[config.mk]
export PLATFORM = sky130hd
export DESIGN_NAME = bin_to_bcd_seq_flat
export DESIGN_NICKNAME = d
export VERILOG_FILES = /design/src/rtl/bin_to_bcd_seq_if.sv /design/src/rtl/bin_to_bcd_seq.sv /design/src/flat_wrapper.sv
export SDC_FILE = /design/constraint.sdc
export NUM_CORES = 1
export LEC_CHECK = 0
export ABC_CLOCK_PERIOD_IN_PS = 1350
export CAP_MARGIN = 10
export CORE_MARGIN = 1.5
export CORE_UTILIZATION = 49
export DETAILED_ROUTE_END_ITERATION = 10
export HOLD_SLACK_MARGIN = 0.03
export PLACE_DENSITY_LB_ADDON = 0.05
export RECOVER_POWER = 100
export SLEW_MARGIN = 25
export SYNTH_ARGS = -nofsm -noshare
export SYNTH_HDL_FRONTEND = slang
export SYNTH_SLANG_ARGS = --single-unit
[constraint.sdc]
create_clock -name clk -period 1.35 [get_ports clk]
set_input_delay 0.2025 -clock clk [delete_from_list [all_inputs] [get_ports clk]]
set_output_delay 0.2025 -clock clk [all_outputs]
set_load 0.02 [all_outputs]
[src/rtl/bin_to_bcd_seq_if.sv]
// Handshake and result bundle for the sequential binary-to-BCD converter.
// The converter drives busy/done/bcd; the requester drives start/bin.
interface bin_to_bcd_seq_if #(
   parameter int WIDTH  = 8,
   parameter int DIGITS = 3
);
   logic                  start;
   logic [WIDTH-1:0]      bin;
   logic                  busy;
   logic                  done;
   logic [4*DIGITS-1:0]   bcd;

   modport master (
      output start,
      output bin,
      input  busy,
      input  done,
      input  bcd
   );

   modport slave (
      input  start,
      input  bin,
      output busy,
      output done,
      output bcd
   );
endinterface

[src/rtl/bin_to_bcd_seq.sv]
// Sequential binary-to-BCD converter (shift-and-add-3).
// One shift per clock; all BCD digits are presented together with a
// one-cycle done strobe, WIDTH+1 cycles after an accepted start.
module bin_to_bcd_seq #(
   parameter int WIDTH  = 8,
   parameter int DIGITS = 3
) (
   input  logic             clk,
   input  logic             rst,
   bin_to_bcd_seq_if.slave  bus
);

   localparam int BW = 4 * DIGITS;
   localparam int CW = $clog2(WIDTH + 1);

   typedef enum logic [1:0] {
      S_IDLE  = 2'd0,
      S_SHIFT = 2'd1,
      S_DONE  = 2'd2
   } state_t;

   state_t            r_state;
   logic [WIDTH-1:0]  r_shift;
   logic [BW-1:0]     r_scratch;
   logic [CW-1:0]     r_cnt;
   logic              r_busy;
   logic              r_done;
   logic [BW-1:0]     r_bcd;

   state_t            w_state_nxt;
   logic [WIDTH-1:0]  w_shift_nxt;
   logic [BW-1:0]     w_scratch_nxt;
   logic [CW-1:0]     w_cnt_nxt;
   logic [BW-1:0]     w_bcd_nxt;
   logic [BW-1:0]     w_adj;

   // Add 3 to every digit that is 5 or more; each digit wraps within 4 bits.
   function automatic logic [BW-1:0] add3_digits(input logic [BW-1:0] s);
      logic [BW-1:0] r;
      r = '0;
      for (int i = 0; i < DIGITS; i++) begin
         if (s[4*i +: 4] >= 4'd5) begin
            r[4*i +: 4] = s[4*i +: 4] + 4'd3;
         end else begin
            r[4*i +: 4] = s[4*i +: 4];
         end
      end
      return r;
   endfunction

   // Next-state and datapath: load in IDLE, add-3 then shift in SHIFT.
   // The result register is loaded on the last shift so it is already
   // valid during the DONE cycle and never exposes partial scratch.
   always_comb begin
      w_state_nxt   = r_state;
      w_shift_nxt   = r_shift;
      w_scratch_nxt = r_scratch;
      w_cnt_nxt     = r_cnt;
      w_bcd_nxt     = r_bcd;
      w_adj         = add3_digits(r_scratch);
      case (r_state)
         S_IDLE: begin
            if (bus.start) begin
               w_state_nxt   = S_SHIFT;
               w_shift_nxt   = bus.bin;
               w_scratch_nxt = '0;
               w_cnt_nxt     = CW'(WIDTH);
            end else begin
               w_state_nxt   = S_IDLE;
            end
         end
         S_SHIFT: begin
            w_scratch_nxt = {w_adj[BW-2:0], r_shift[WIDTH-1]};
            w_shift_nxt   = r_shift << 1;
            w_cnt_nxt     = r_cnt - CW'(1);
            if (r_cnt == CW'(1)) begin
               w_state_nxt = S_DONE;
               w_bcd_nxt   = {w_adj[BW-2:0], r_shift[WIDTH-1]};
            end else begin
               w_state_nxt = S_SHIFT;
            end
         end
         S_DONE: begin
            w_state_nxt = S_IDLE;
         end
         default: begin
            w_state_nxt = S_IDLE;
         end
      endcase
   end

   // State register.
   always_ff @(posedge clk) begin
      if (rst) begin
         r_state <= S_IDLE;
      end else begin
         r_state <= w_state_nxt;
      end
   end

   // Datapath and registered outputs; busy/done mirror the upcoming state.
   always_ff @(posedge clk) begin
      if (rst) begin
         r_shift   <= '0;
         r_scratch <= '0;
         r_cnt     <= '0;
         r_bcd     <= '0;
         r_busy    <= 1'b0;
         r_done    <= 1'b0;
      end else begin
         r_shift   <= w_shift_nxt;
         r_scratch <= w_scratch_nxt;
         r_cnt     <= w_cnt_nxt;
         r_bcd     <= w_bcd_nxt;
         r_busy    <= (w_state_nxt == S_SHIFT);
         r_done    <= (w_state_nxt == S_DONE);
      end
   end

   assign bus.busy = r_busy;
   assign bus.done = r_done;
   assign bus.bcd  = r_bcd;

endmodule

[src/flat_wrapper.sv]
// flat-port wrapper written by rule: the top's interface ports become plain ports
module bin_to_bcd_seq_flat 
#(
   parameter int WIDTH  = 8,
   parameter int DIGITS = 3
)
  (clk, rst, bus_start, bus_bin, bus_busy, bus_done, bus_bcd);
  bin_to_bcd_seq_if #(.WIDTH(WIDTH), .DIGITS(DIGITS)) bus_i ();
  input  logic clk;
  input  logic rst;
  input wire logic [$bits(bus_i.start)-1:0] bus_start;
  input wire logic [$bits(bus_i.bin)-1:0] bus_bin;
  output wire logic [$bits(bus_i.busy)-1:0] bus_busy;
  output wire logic [$bits(bus_i.done)-1:0] bus_done;
  output wire logic [$bits(bus_i.bcd)-1:0] bus_bcd;
  assign bus_i.start = bus_start;
  assign bus_i.bin = bus_bin;
  assign bus_busy = bus_i.busy;
  assign bus_done = bus_i.done;
  assign bus_bcd = bus_i.bcd;
  bin_to_bcd_seq #(.WIDTH(WIDTH), .DIGITS(DIGITS)) u_core (.clk(clk), .rst(rst), .bus(bus_i));
endmodule
# Word-level counts from Yosys, hierarchy flattened
# Index checks and enable logic that the tools add are counted.
# totals
ff_bits	40
latch_bits	0
mem_bits_rw	0
romBits	0
input_bits	11
output_inout_bits	14
word_cells	35
memories	0
# op_classes
n_addsub	4
multipliers	0
n_div	0
n_lt_le_gt_ge	3
eq_ne	5
n_shift	0
mux	12
n_bitwise	0
reduce_logical	4
# op_table
cell	count
case mux 12 bit (2 select lines)	1
case mux 8 bit (2 select lines)	1
>= comparator 4 x 3 -> 1 bit, second input constant	3
two-way mux 12 bit	1
two-way mux 4 bit	3
adder 4 x 2 -> 4 bit, second input constant	2
two-way mux 8 bit	1
case mux 4 bit (2 select lines)	1
equality test 2 x 1 -> 1 bit, second input constant	2
equality test 4 x 1 -> 1 bit, second input constant	1
case mux 2 bit (2 select lines)	1
AND reduction 2 bit	2
subtractor 4 x 1 -> 4 bit, second input constant	1
adder 3 x 2 -> 3 bit, second input constant	1
two-way mux 3 bit	1
equality test 2 bit, second input constant	1
logical NOT 2 bit	1
two-way mux 2 bit	1
!= test 2 bit, second input constant	1
nonzero test 2 bit	1
two-way mux 1 bit	1

# Depth between registers and ports, before layout
# logic_depth
word_depth	4
depth_mapped	8
mapped_depth_nobuf	6

# Worst setup path after synthesis
# Ideal clock, no wire load.
# synth_timing
kind	reg2reg
start	register u_core.r_scratch[4]
end	register u_core.r_bcd[6] (netlist: u_core.bus.bcd[6])
setup_ns	0.073
t_arrival_ns	1.404
t_required_ns	1.277
setup_slack_ns	-0.127
path_stages_with_launch	7
n_path_buf	0
synth_period_minus_slack_ns	1.477
path_cell_list	dfxtp_1 -> inv_1 -> ha_1 -> nand2b_1 -> a21oi_1 -> mux2_2 -> o22ai_2
# synth_between
elab_chain_len	2
word_cells_on_any_way	3
classes_between	1 x add/sub; 1 x order compare; 1 x mux
# synth_rtl
item	line	rtl
from (decl)	bin_to_bcd_seq.sv:24	logic [BW-1:0] r_scratch;
from (signal assigned)	bin_to_bcd_seq.sv:112	r_scratch <= w_scratch_nxt;
adder 4 x 2 -> 4 bit or >= comparator 4 x 3 -> 1 bit (tied branches)	bin_to_bcd_seq.sv:43, bin_to_bcd_seq.sv:42	
two-way mux 4 bit (*)	bin_to_bcd_seq.sv:42	if (s[4*i +: 4] >= 4'd5) begin
to (signal assigned)	bin_to_bcd_seq.sv:114	r_bcd <= w_bcd_nxt;
to (decl)	bin_to_bcd_seq.sv:28	logic [BW-1:0] r_bcd;
# Mark *: on every way between the ends. The rest lies on a longest branch, timed or not.
# A chain may end at the register's enable or synchronous reset.

# Worst setup path after layout
# layout_timing
start	register u_core.r_scratch[9]
end	register u_core.r_bcd[10] (netlist: u_core.bus.bcd[10])
# layout_between
elab_chain_len	2
word_cells_on_any_way	3
classes_between	1 x add/sub; 1 x order compare; 1 x mux
# layout_rtl
item	line
>= comparator 4 x 3 -> 1 bit or adder 3 x 2 -> 3 bit (tied branches)	bin_to_bcd_seq.sv:42, bin_to_bcd_seq.sv:43
two-way mux 3 bit (*)	bin_to_bcd_seq.sv:42
# Marks and branches as above.

==> flow_metrics.env <==
export IMPL_cts_buffers=5
export IMPL_drc=0
export IMPL_power_total_mw=2.54
export IMPL_io_pins=25
export IMPL_fin_nets=281
export IMPL_yosysWarnings=0
export IMPL_vias=1675
export IMPL_crit_end="u_core.bus.bcd[10]"
export IMPL_r2r_start="u_core.r_scratch[9]"
export IMPL_final_cell_mix="34 x buf_4, 30 x dfxtp_1, 27 x nor2_1"
export IMPL_reg2regPathDepth=6
export IMPL_skew_ns=0.00892
export IMPL_hold_class="reg2reg"
export IMPL_yosysSeqAreaShare=0.415
export IMPL_rsz0062_at_grt="true"
export IMPL_grt_pass1_wl_mm=7.37
export IMPL_clock_fmax_mhz=710
export IMPL_synthesis_area_um2=1930
export IMPL_yosys_cell_types_count=32
export IMPL_rows=22
export IMPL_port_buffers=24
export IMPL_grt_overflow_total=0
export IMPL_cts_buffer_depth=2
export IMPL_critPathKind="reg2reg"
export IMPL_slew_limit_headroom=0.747
export IMPL_dr_pass1_iters=4
export IMPL_core_um2=3720
export IMPL_routedWlPerCell_um=15.4
export IMPL_required_ns=1.57
export IMPL_fin_ws_ns=-0.0593
export IMPL_antenna_found_initial=0
export IMPL_dieArea_um2=4330
export IMPL_hold_viol=0
export IMPL_ir_drop_mv=0.666
export IMPL_grt_max_degree=18
export IMPL_drt_iter0_markers=99
export IMPL_clock_latency_ns=0.30
export IMPL_cts_tree="yes"
export IMPL_antenna_left=0
export IMPL_cts_clk_slew_worst_paths_ns=0.07
export IMPL_final_max_slew_viol_count=0
export IMPL_tns_ns=-0.315
export IMPL_synth_top_area_frac=0.415
export IMPL_leakage_nw=1.12
export IMPL_synth_seq_cells=40
export IMPL_syn_nets=223
export IMPL_ctsHoldBuffers=0
export IMPL_start_util=0.520
export IMPL_drive_gt1_frac=0.405
export IMPL_cp_arrival_ns=1.63
export IMPL_antenna_cells=0
export IMPL_r2r_slack_ns=-0.06
export IMPL_period_share=1.04
export IMPL_gr_usage_all_layers=0.228
export IMPL_dieHeight_um=65.8
export IMPL_p_per_area_nw_per_um2=915
export IMPL_dieWidth_um=65.8
export IMPL_gp_congestion=0.793
export IMPL_startpoint="u_core.r_scratch[9]"
export IMPL_syn_avg_cell_area_um2=9.47
export IMPL_cp_max_fo=3
export IMPL_first_global_vias=1592
export IMPL_yosys_area_top_type="dfxtp_1"
export IMPL_area_growth_pct=43.7
export IMPL_maxCapViolations=0
export IMPL_start_kind="register"
export IMPL_setup_violations=13
export IMPL_layout_commonest_cell="buf_4"
export IMPL_syn_inst=204
export IMPL_fin_crit_ns=1.41
export IMPL_r2r_end="u_core.bus.bcd[10]"
export IMPL_hpwl_mm=3.23
export IMPL_vias_per_cell=5.40
export IMPL_worst_slew_pin_slew_ns=0.375
export IMPL_cts_num_sinks=40
export IMPL_synthTopCellsByArea="dfxtp_1 41%, nor2_1 5.4%, ha_1 5.2%"
export IMPL_end_kind="register"
export IMPL_dp_slack_ns=-0.197
export IMPL_violations="negative setup slack"
export IMPL_cts_root_buf="clkbuf_8"
export IMPL_drt_total_wl_mm=4.77
export IMPL_htreeDepth=2
export IMPL_status="complete, but fails checks"
## kinds of logic (layout without fill, tap and decap cells)
family	count (synthesis)	count (layout)	synth area share
xor gates and xnor gates	3	3	0.0136
muxes	7	7	0.0382
buffers and inverters	26	83	0.0790
DFF	40	40	0.415
AOI/OAI and AO/OA	52	52	0.207
and+or+nand+nor	68	69	0.196
adders and majority gates	8	8	0.0518
## per-layer routing
| layer | up-vias | part of all wire | global-route usage |
|---|---|---|---|
| li1 | 833 | - | - |
| met1 | 803 | 0.43 | 0.274 |
| met2 | 33 | 0.52 | 0.384 |
| met3 | 6 | 0.037 | 0.0579 |
| met4 | 0 | 0.016 | 0.0964 |
| met5 | - | 0 | 0 |
## worst min-delay path by stage
stage / from / endpoint / slack [ns] / cells after the start
2_1_floorplan: bus_bin[0] / u_core.r_shift[0] / 0.37 / 2
6_report: u_core.r_shift[2] / u_core.r_shift[2] / 0.50 / 2
4_1_cts: u_core.r_shift[0] / u_core.r_shift[0] / 0.50 / 2
5_1_grt: u_core.bus.bcd[9] / u_core.bus.bcd[9] / 0.52 / 2
3_3_place_gp: u_core.bus.bcd[0] / u_core.bus.bcd[0] / 0.48 / 2
3_5_place_dp: u_core.r_shift[0] / u_core.r_shift[0] / 0.48 / 2
## flip-flops by register name, summed over array words and instances, names as in the netlist
register          count
u_core.bus.busy       1
u_core.r_shift        8
u_core.r_scratch     12
u_core.bus.bcd       12
u_core.bus.done       1
u_core.r_cnt          4
u_core.r_state        2
## final cells by class
cell class,instances,area (um^2)
clock buffer,7,96.3
fill,281,940
inverter,11,46.3
multi-input combinational,139,1220
sequential,40,813
tap,48,60.1
timing repair buffer,65,539
## power breakdown
| group | internal (mW) | switching [mW] | leakage [nW] | total (mW) |
|---|---|---|---|---|
| Combinational | 0.210 | 0.202 | 0.738 | 0.412 |
| Clock | 0.455 | 0.400 | 0.0503 | 0.855 |
| Sequential | 1.23 | 0.0405 | 0.330 | 1.27 |
## synthesized netlist by cell type (all sizes together)
library cell   n
buf            9
o22ai          6
or2            1
a22oi          1
a32oi          1
nor2b          3
inv           11
nand3          3
and2           1
dfxtp         40
nand3b         4
nor3           8
nand2          1
clkbuf         6
a211oi        12
a2bb2oi        4
xnor2          3
nor2          28
mux2i          4
nor3b          7
ha             8
o21ai         10
mux2           3
a21oi         13
nand2b        12
o32ai          5
## stage by stage
step,instances,util,area [um^2],hold slack (ns)
after CTS,304,0.713,2650,0.497
after detailed placement,292,0.660,2450,0.480
after global routing,310,0.747,2780,0.522
final,310,0.747,2780,0.499
after floorplan,204,-,2030,0.375
after global placement,292,0.660,2450,0.476
## repair_timing
item | in CTS | in global routing
pin swaps | 4 | 7
gates resized for setup | 35 | 24
cloned | 1 | 0
buffers inserted | 4 | 6
hold endpoints to repair | 0 | 0
endpoints found under the setup margin | 32 | 23
## critical path, stage by stage, from the launching register on
cell	delay, ns
dfxtp_2	0.34
inv_4	0.05
ha_4	0.15
nand2b_4	0.13
a21oi_2	0.16
mux2_4	0.33
o22ai_2	0.17
No activity file was read; power rests on OpenSTA's default activity.
